`src/rtl/cache_refill_ctrl_if.sv`:
```
// AXI4 read/write channel bundle between the refill controller (master) and memory (slave).
// Single-outstanding, fixed 8-beat INCR bursts of 32-bit words.
interface cache_refill_ctrl_if;
  logic [31:0] araddr;
  logic        arvalid;
  logic        arready;
  logic [7:0]  arlen;
  logic [2:0]  arsize;
  logic [1:0]  arburst;
  logic [31:0] rdata;
  logic        rlast;
  logic        rvalid;
  logic        rready;
  logic [31:0] awaddr;
  logic        awvalid;
  logic        awready;
  logic [7:0]  awlen;
  logic [2:0]  awsize;
  logic [1:0]  awburst;
  logic [31:0] wdata;
  logic [3:0]  wstrb;
  logic        wlast;
  logic        wvalid;
  logic        wready;
  logic        bvalid;
  logic        bready;

  modport master (
    output araddr, arvalid, arlen, arsize, arburst, rready,
    output awaddr, awvalid, awlen, awsize, awburst,
    output wdata, wstrb, wlast, wvalid, bready,
    input  arready, rdata, rlast, rvalid, awready, wready, bvalid
  );

  modport slave (
    input  araddr, arvalid, arlen, arsize, arburst, rready,
    input  awaddr, awvalid, awlen, awsize, awburst,
    input  wdata, wstrb, wlast, wvalid, bready,
    output arready, rdata, rlast, rvalid, awready, wready, bvalid
  );
endinterface

```
`src/rtl/cache_refill_ctrl.sv`:
```
// Cache line refill controller: optional dirty-victim write-back burst, then an
// 8-word read burst assembled into refill_data and committed with a one-cycle refresh.
module cache_refill_ctrl (
  input  logic                clk,
  input  logic                rst,
  input  logic                miss,
  input  logic                write_back,
  input  logic [31:0]         raddr,
  input  logic [31:0]         waddr,
  input  logic [255:0]        victim_data,
  input  logic                flush,
  output logic                refresh,
  output logic [255:0]        refill_data,
  output logic                busy,
  cache_refill_ctrl_if.master axi
);

  typedef enum logic [2:0] {IDLE, AW, W, B, AR, R, FILL, SETTLE} state_t;

  state_t       state;
  logic [2:0]   cnt;
  logic         settle;
  logic [31:0]  raddr_q;
  logic [31:0]  waddr_q;
  logic [255:0] victim_q;

  assign axi.arlen   = 8'd7;
  assign axi.awlen   = 8'd7;
  assign axi.arsize  = 3'd2;
  assign axi.awsize  = 3'd2;
  assign axi.arburst = 2'b01;
  assign axi.awburst = 2'b01;
  assign axi.wstrb   = 4'hF;

  assign axi.araddr  = raddr_q;
  assign axi.awaddr  = waddr_q;
  assign axi.wdata   = victim_q[{cnt, 5'd0} +: 32];
  assign busy        = (state != IDLE);

  always_ff @(posedge clk or posedge rst) begin
    if (rst) begin
      state       <= IDLE;
      cnt         <= '0;
      settle      <= 1'b0;
      raddr_q     <= '0;
      waddr_q     <= '0;
      victim_q    <= '0;
      refill_data <= '0;
      refresh     <= 1'b0;
      axi.awvalid <= 1'b0;
      axi.wvalid  <= 1'b0;
      axi.wlast   <= 1'b0;
      axi.bready  <= 1'b0;
      axi.arvalid <= 1'b0;
      axi.rready  <= 1'b0;
    end else begin
      refresh <= 1'b0;
      case (state)
        IDLE: begin
          if (miss && !flush) begin
            raddr_q  <= raddr;
            waddr_q  <= waddr;
            victim_q <= victim_data;
            if (write_back) begin
              state       <= AW;
              axi.awvalid <= 1'b1;
            end else begin
              state       <= AR;
              axi.arvalid <= 1'b1;
            end
          end
        end
        AW: begin
          if (axi.awready) begin
            axi.awvalid <= 1'b0;
            axi.wvalid  <= 1'b1;
            axi.wlast   <= 1'b0;
            cnt         <= '0;
            state       <= W;
          end
        end
        // wlast is registered one beat ahead so it rises together with word 7
        W: begin
          if (axi.wready) begin
            if (cnt == 3'd7) begin
              axi.wvalid <= 1'b0;
              axi.wlast  <= 1'b0;
              axi.bready <= 1'b1;
              state      <= B;
            end else begin
              cnt       <= cnt + 3'd1;
              axi.wlast <= (cnt == 3'd6);
            end
          end
        end
        B: begin
          if (axi.bvalid) begin
            axi.bready  <= 1'b0;
            axi.arvalid <= 1'b1;
            state       <= AR;
          end
        end
        AR: begin
          if (axi.arready) begin
            axi.arvalid <= 1'b0;
            axi.rready  <= 1'b1;
            cnt         <= '0;
            state       <= R;
          end
        end
        R: begin
          if (axi.rvalid) begin
            refill_data[{cnt, 5'd0} +: 32] <= axi.rdata;
            cnt <= cnt + 3'd1;
            if (axi.rlast || cnt == 3'd7) begin
              axi.rready <= 1'b0;
              refresh    <= 1'b1;
              state      <= FILL;
            end
          end
        end
        FILL: begin
          settle <= 1'b0;
          state  <= SETTLE;
        end
        // two cycles for the tag RAM to return the freshly written line
        SETTLE: begin
          if (settle) state <= IDLE;
          else        settle <= 1'b1;
        end
        default: state <= IDLE;
      endcase
    end
  end

endmodule

```
`src/flat_wrapper.sv`:
```
// flat-port wrapper written by rule: the top's interface ports become plain ports
module cache_refill_ctrl_flat 
  (clk, rst, miss, write_back, raddr, waddr, victim_data, flush, refresh, refill_data, busy, axi_araddr, axi_arvalid, axi_arlen, axi_arsize, axi_arburst, axi_rready, axi_awaddr, axi_awvalid, axi_awlen, axi_awsize, axi_awburst, axi_wdata, axi_wstrb, axi_wlast, axi_wvalid, axi_bready, axi_arready, axi_rdata, axi_rlast, axi_rvalid, axi_awready, axi_wready, axi_bvalid);
  cache_refill_ctrl_if axi_i ();
  input  logic clk;
  input  logic rst;
  input  logic miss;
  input  logic write_back;
  input  logic [31:0] raddr;
  input  logic [31:0] waddr;
  input  logic [255:0] victim_data;
  input  logic flush;
  output logic refresh;
  output logic [255:0] refill_data;
  output logic busy;
  output wire logic [$bits(axi_i.araddr)-1:0] axi_araddr;
  output wire logic [$bits(axi_i.arvalid)-1:0] axi_arvalid;
  output wire logic [$bits(axi_i.arlen)-1:0] axi_arlen;
  output wire logic [$bits(axi_i.arsize)-1:0] axi_arsize;
  output wire logic [$bits(axi_i.arburst)-1:0] axi_arburst;
  output wire logic [$bits(axi_i.rready)-1:0] axi_rready;
  output wire logic [$bits(axi_i.awaddr)-1:0] axi_awaddr;
  output wire logic [$bits(axi_i.awvalid)-1:0] axi_awvalid;
  output wire logic [$bits(axi_i.awlen)-1:0] axi_awlen;
  output wire logic [$bits(axi_i.awsize)-1:0] axi_awsize;
  output wire logic [$bits(axi_i.awburst)-1:0] axi_awburst;
  output wire logic [$bits(axi_i.wdata)-1:0] axi_wdata;
  output wire logic [$bits(axi_i.wstrb)-1:0] axi_wstrb;
  output wire logic [$bits(axi_i.wlast)-1:0] axi_wlast;
  output wire logic [$bits(axi_i.wvalid)-1:0] axi_wvalid;
  output wire logic [$bits(axi_i.bready)-1:0] axi_bready;
  input wire logic [$bits(axi_i.arready)-1:0] axi_arready;
  input wire logic [$bits(axi_i.rdata)-1:0] axi_rdata;
  input wire logic [$bits(axi_i.rlast)-1:0] axi_rlast;
  input wire logic [$bits(axi_i.rvalid)-1:0] axi_rvalid;
  input wire logic [$bits(axi_i.awready)-1:0] axi_awready;
  input wire logic [$bits(axi_i.wready)-1:0] axi_wready;
  input wire logic [$bits(axi_i.bvalid)-1:0] axi_bvalid;
  assign axi_araddr = axi_i.araddr;
  assign axi_arvalid = axi_i.arvalid;
  assign axi_arlen = axi_i.arlen;
  assign axi_arsize = axi_i.arsize;
  assign axi_arburst = axi_i.arburst;
  assign axi_rready = axi_i.rready;
  assign axi_awaddr = axi_i.awaddr;
  assign axi_awvalid = axi_i.awvalid;
  assign axi_awlen = axi_i.awlen;
  assign axi_awsize = axi_i.awsize;
  assign axi_awburst = axi_i.awburst;
  assign axi_wdata = axi_i.wdata;
  assign axi_wstrb = axi_i.wstrb;
  assign axi_wlast = axi_i.wlast;
  assign axi_wvalid = axi_i.wvalid;
  assign axi_bready = axi_i.bready;
  assign axi_i.arready = axi_arready;
  assign axi_i.rdata = axi_rdata;
  assign axi_i.rlast = axi_rlast;
  assign axi_i.rvalid = axi_rvalid;
  assign axi_i.awready = axi_awready;
  assign axi_i.wready = axi_wready;
  assign axi_i.bvalid = axi_bvalid;
  cache_refill_ctrl u_core (.clk(clk), .rst(rst), .miss(miss), .write_back(write_back), .raddr(raddr), .waddr(waddr), .victim_data(victim_data), .flush(flush), .refresh(refresh), .refill_data(refill_data), .busy(busy), .axi(axi_i));
endmodule
```
`config.mk`:
```
export PLATFORM = sky130hd
export DESIGN_NAME = cache_refill_ctrl_flat
export DESIGN_NICKNAME = d
export VERILOG_FILES = /design/src/rtl/cache_refill_ctrl_if.sv /design/src/rtl/cache_refill_ctrl.sv /design/src/flat_wrapper.sv
export SDC_FILE = /design/constraint.sdc
export NUM_CORES = 1
export LEC_CHECK = 0
export BUFFER_PORTS_ARGS = -buffer_cell sky130_fd_sc_hd__buf_4
export CORE_AREA = 2 2 291 293
export CTS_BUF_LIST = sky130_fd_sc_hd__clkbuf_4 sky130_fd_sc_hd__clkbuf_8 sky130_fd_sc_hd__clkbuf_16
export DETAILED_ROUTE_END_ITERATION = 10
export DIE_AREA = 0 0 293 295
export GPL_ROUTABILITY_DRIVEN = 0
export GPL_TIMING_DRIVEN = 1
export HOLD_SLACK_MARGIN = 0.08
export SLEW_MARGIN = 25
export SYNTH_ARGS = -nofsm -noshare
export SYNTH_HDL_FRONTEND = slang
export SYNTH_SLANG_ARGS = --single-unit
```
`constraint.sdc`:
```
create_clock -name clk -period 37.3 [get_ports clk]
set_input_delay 5.595 -clock clk [delete_from_list [all_inputs] [get_ports clk]]
set_output_delay 5.595 -clock clk [all_outputs]
set_load 0.005 [all_outputs]
```
Word level (Yosys, flattened, before mapping) --
Cells that the tools add are included.
Storage, ports and cells: register bits after elaboration 590, word-level logic and storage cells 108, output and inout bits 390
Cells by class: add/sub/neg operators 2, multiplexer cells 46, reduce and logical (&&, ||, !) cells 22, shift-type cells 3, equality and inequality tests 21
Operators with widths (count):
- 256-bit bitwise mux | 1
- 32-bit by 10-bit variable shift with 256-bit output, first input constant | 1
- 256-bit by 9-bit indexed part select with 32-bit output | 1
- 32-bit by 10-bit indexed part select with 256-bit output | 1
- 3-bit two-way mux | 15
- 3-bit case mux with 8 select lines | 1
- 1-bit two-way mux | 21
- 3-bit == test, second input constant | 6
- 2-bit != test, second input constant | 8
- 4-bit AND reduction | 4
- 1-bit case mux with 2 select lines | 6
- 3-bit case mux with 4 select lines | 1
- 8-bit negation with 10-bit output | 1
- 2-bit nonzero test | 5
- 9-bit AND reduction | 1
- 2-bit by 1-bit != test with 1-bit output, second input constant | 4
- 3-bit by 2-bit == test with 1-bit output, second input constant | 2
- 6-bit AND reduction | 1
- 3-bit nonzero test | 2
- 5-bit AND reduction | 1
- 2-bit AND reduction | 2
- 4-bit nonzero test | 1
- 3-bit by 1-bit adder with 3-bit output, second input constant | 1
- 3-bit by 1-bit == test with 1-bit output, second input constant | 1
- 6 further kinds | 6

Logic depth before layout (Yosys ltp) --
depth in word-level cells 5, depth in mapped cells 11, depth with buffers taken out 7

Worst setup path after synthesis --
No wires, ideal clock.
kind register to output, from register u_core.cnt[0], to output axi_wdata[24], cell stages (with the launch flop) 6, data arrival time 1768 ps, setup slack 29937 ps, buffers on the path 2, cell sequence dfrtp_1 buf_2 buf_1 mux4_2 nand2_1 nand2_1
Between the ends: word-level cells in the longest chain between the ends 1
Ends and longest elaborated chain:
- start, declared | line cache_refill_ctrl.sv:21 | logic [2:0] cnt;
- start signal, assigned | line cache_refill_ctrl.sv:91 | cnt <= cnt + 3'd1;
- start signal, assigned | line cache_refill_ctrl.sv:114 | cnt <= cnt + 3'd1;
- 256-bit by 9-bit indexed part select with 32-bit output | line cache_refill_ctrl.sv:37 | assign axi.wdata = victim_q[{cnt, 5'd0} +: 32];
- end, declared | line flat_wrapper.sv:27 | output wire logic [$bits(axi_i.wdata)-1:0] axi_wdata;
Every way passes these cells.

Worst setup path in the final report --
from register u_core.cnt[0], to output axi_wdata[27]
Same word-level chain as after synthesis.

==> results.md <==
* Final setup viols at 0
* Antenna Nets Post-Route at 0
* Fin crit share at 24.79%
* Unrepaired setup endpoints after global routing: no
* H-tree depth at 3
* Max-cap violation count at 0
* Worst slew pin tran at 1126 ps
* Port bufs at 722
* Status: finished, final reports clean
* Synth unique cells at 37
* Total number of vias at between 15000 and 20000
* Synth top area cells: dfrtp_1 (60%), mux2_2 (16%), mux4_2 (5.9%)
* Root Buffer: clkbuf_16
* Drt drc at 0
* Sequential fraction of the synthesis area at approximately three fifths
* Asr flop ratio synth at 100.0%
* First-pass GRT wire length at 118500 um
* WP data arrival at 3650 ps
* Max-slew violation count at 0
* Latest clock arrival within the worst-skew pair at 600 ps
* Area delta synth->final at 35.50%
* Max Fclk at 108.1 MHz
* WP data required at around 32000 ps
* Avg WL per Cell at 21.48 um
* Drt first pass iters at 4
* Worst-path fanout max at 32
* Post-DP Area at ~31000 um^2
* CTS Buf Count at 68
* Prevailing post-synth register cell: dfrtp_1
* Hold Vio Cnt, Final at 0
* Crit start category: flip-flop
* Average size of a mapped cell at 13.08 um^2
* Core Box Area at 83160 um^2
* CTS sink count at 590
* Final HPWL DP at 59460 um
* Crit end category: output port
* Peak supply drop at 0.04852 mV
* Final min period at 9247 ps
* Post-Synthesis Cells at ~1900
* Most numerous cell in the Yosys netlist: dfrtp_1
* Nets at 2954
* Post-Route Utilization at 40.08%
* Largest area contributor in the netlist: dfrtp_1
* Register-to-Register Setup Slack at 32890 ps
* Critical path class: reg -> out
* Initial antenna violation count at 7
* Yosys Warn Count at 0
* Rel. slew slack at 24.96%
* Final instance area at ~33000 um^2
* Detailed-route wire length at 79810 um
* Die X at 293 um
* Largest net degree at the start of global routing at 175
* Yosys reg bits at 590
* Sum Neg Setup Slack at 0 ps
* Worst-case clock skew at about 18 ps
* I/O Pins at about 750
* CTS tree: yes
* Post-synth EDFFs at 0
* Vias per std cell at about 4.8
* Most common library cells after synthesis: dfrtp_1 (590), nand2_1 (375), mux2_2 (348)
* Post-CTS Setup Inserts at 0
* Power per cell area at 71.82 nW/um^2
* Layout cell share with drive strength beyond 1 at 50.53%
* CTS clk-pin slew, worst paths at 60 ps
* Drt initial violations at 853
* Post-CTS Hold Fix Bufs at 0
* Post-cts gate resize count at 0
* Std cell rows at 106
* Die ar. at 86440 um^2
* Die Ht at around 300 um
* Min-Delay Path Class: reg -> reg
* Grt total ovfl at 0
* Total Routing Usage GR at 18.09%
* Synth top area share at 60.02%
* Pleak at 15.74 nW
* Vias in the first global route at 18730
* Initial Util at 29.58%
* Clk buf depth at 3
* Mapped Area at 24600 um^2
## logic make-up (layout without fill, tap and decap cells)
| kind of cell | after synthesis | count (layout) | synth area share [%] |
|---|---|---|---|
| other cells | 2 | 35 | 0.03053 |
| compound gates | 230 | 230 | 5.249 |
| buf+inv | 167 | 888 | 3.296 |
| simple gates | 434 | 434 | 7.004 |
| flops | 590 | 590 | 60.02 |
| fa+ha+maj | 13 | 13 | 0.6612 |
| mux | 445 | 445 | 23.74 |
## metrics by stage
step	worst slack, ps	hold slack, ps	std cells	power (mW)
after detailed placement	27300	469.0	3588	1.737
final	28050	477.1	3715	2.394
after global placement	27520	462.7	3588	1.707
after CTS	27780	481.2	3710	2.431
after global routing	27650	500.0	3714	2.529
after floorplan	15190	466.0	1909	1.389
## state kept, by name, indices dropped and copies added (netlist names), 3 cells and up
name                flops
u_core.refill_data    256
u_core.axi.awaddr      32
u_core.axi.araddr      32
u_core.state            3
u_core.victim_q       256
u_core.cnt              3
## placed cells by master (no fill, tap or decap), types with 4 or more instances in the layout
master and n:
a21oi_1 7, buf_4 744, bufinv_16 4, clkbuf_16 69, clkbuf_4 16, clkbuf_8 8, clkinv_2 14, conb_1 30
dfrtp_1 587, diode_2 5, ha_1 13, inv_1 15, inv_6 5, mux2_2 348, mux2_4 30, mux4_2 64
nand2_1 375, nand2b_1 12, nand3_1 14, nand3_2 6, nor2_1 7, nor2b_1 4, nor3_1 4, o21ai_0 169
o31ai_1 42
## worst paths after layout
| kind | depth (start not counted) | to | startpoint |
|---|---|---|---|
| setup / recovery | 6 | axi_wdata[27] | u_core.cnt[0] |
| hold / removal | 2 | u_core.refill_data[73] | u_core.refill_data[73] |
| setup reg to reg | 8 | u_core.axi.araddr[3] | u_core.state[0] |
| hold reg to reg | 2 | u_core.refill_data[73] | u_core.refill_data[73] |
| max in group asynchronous | 6 | u_core.victim_q[155] | rst |
| min in group asynchronous | 2 | u_core.refill_data[139] | rst |
## worst max-delay path, stage by stage (launching register included)
cell and delay [ps]:
dfrtp_4 760, buf_4 480, buf_4 630, mux4_2 590
nand2_1 80, nand2_1 240, buf_4 240
## layer usage
metal  part of all wire [%]  vias up  GRT usage, %
met5                  0.038        -             0
met4                    3.5        4         7.242
met3                    9.2      134         6.322
met2                     50      699         31.57
met1                     37     8961         20.16
li1                       -     7915             -
## cell type report
| type | instances | area [um^2] |
|---|---|---|
| Antenna cell | 5 | 12.51 |
| Timing Repair Buffer | 748 | 5639 |
| Inverter | 18 | 75.07 |
| Tap cell | 1080 | 1351 |
| Multi-Input combinational cell | 1152 | 9181 |
| Clock buffer | 93 | 1957 |
| Fill cell | 7853 | 49830 |
| Clock inverter | 29 | 342.8 |
| Sequential cell | 590 | 14770 |
## power by group
part | switching, mW | internal (mW) | total (mW)
Sequential | 0.130 | 0.849 | 0.979
Combinational | 0.299 | 0.436 | 0.735
Clock | 0.279 | 0.401 | 0.680
Total | 0.708 | 1.69 | 2.39
(Power assumes the default switching activity.)
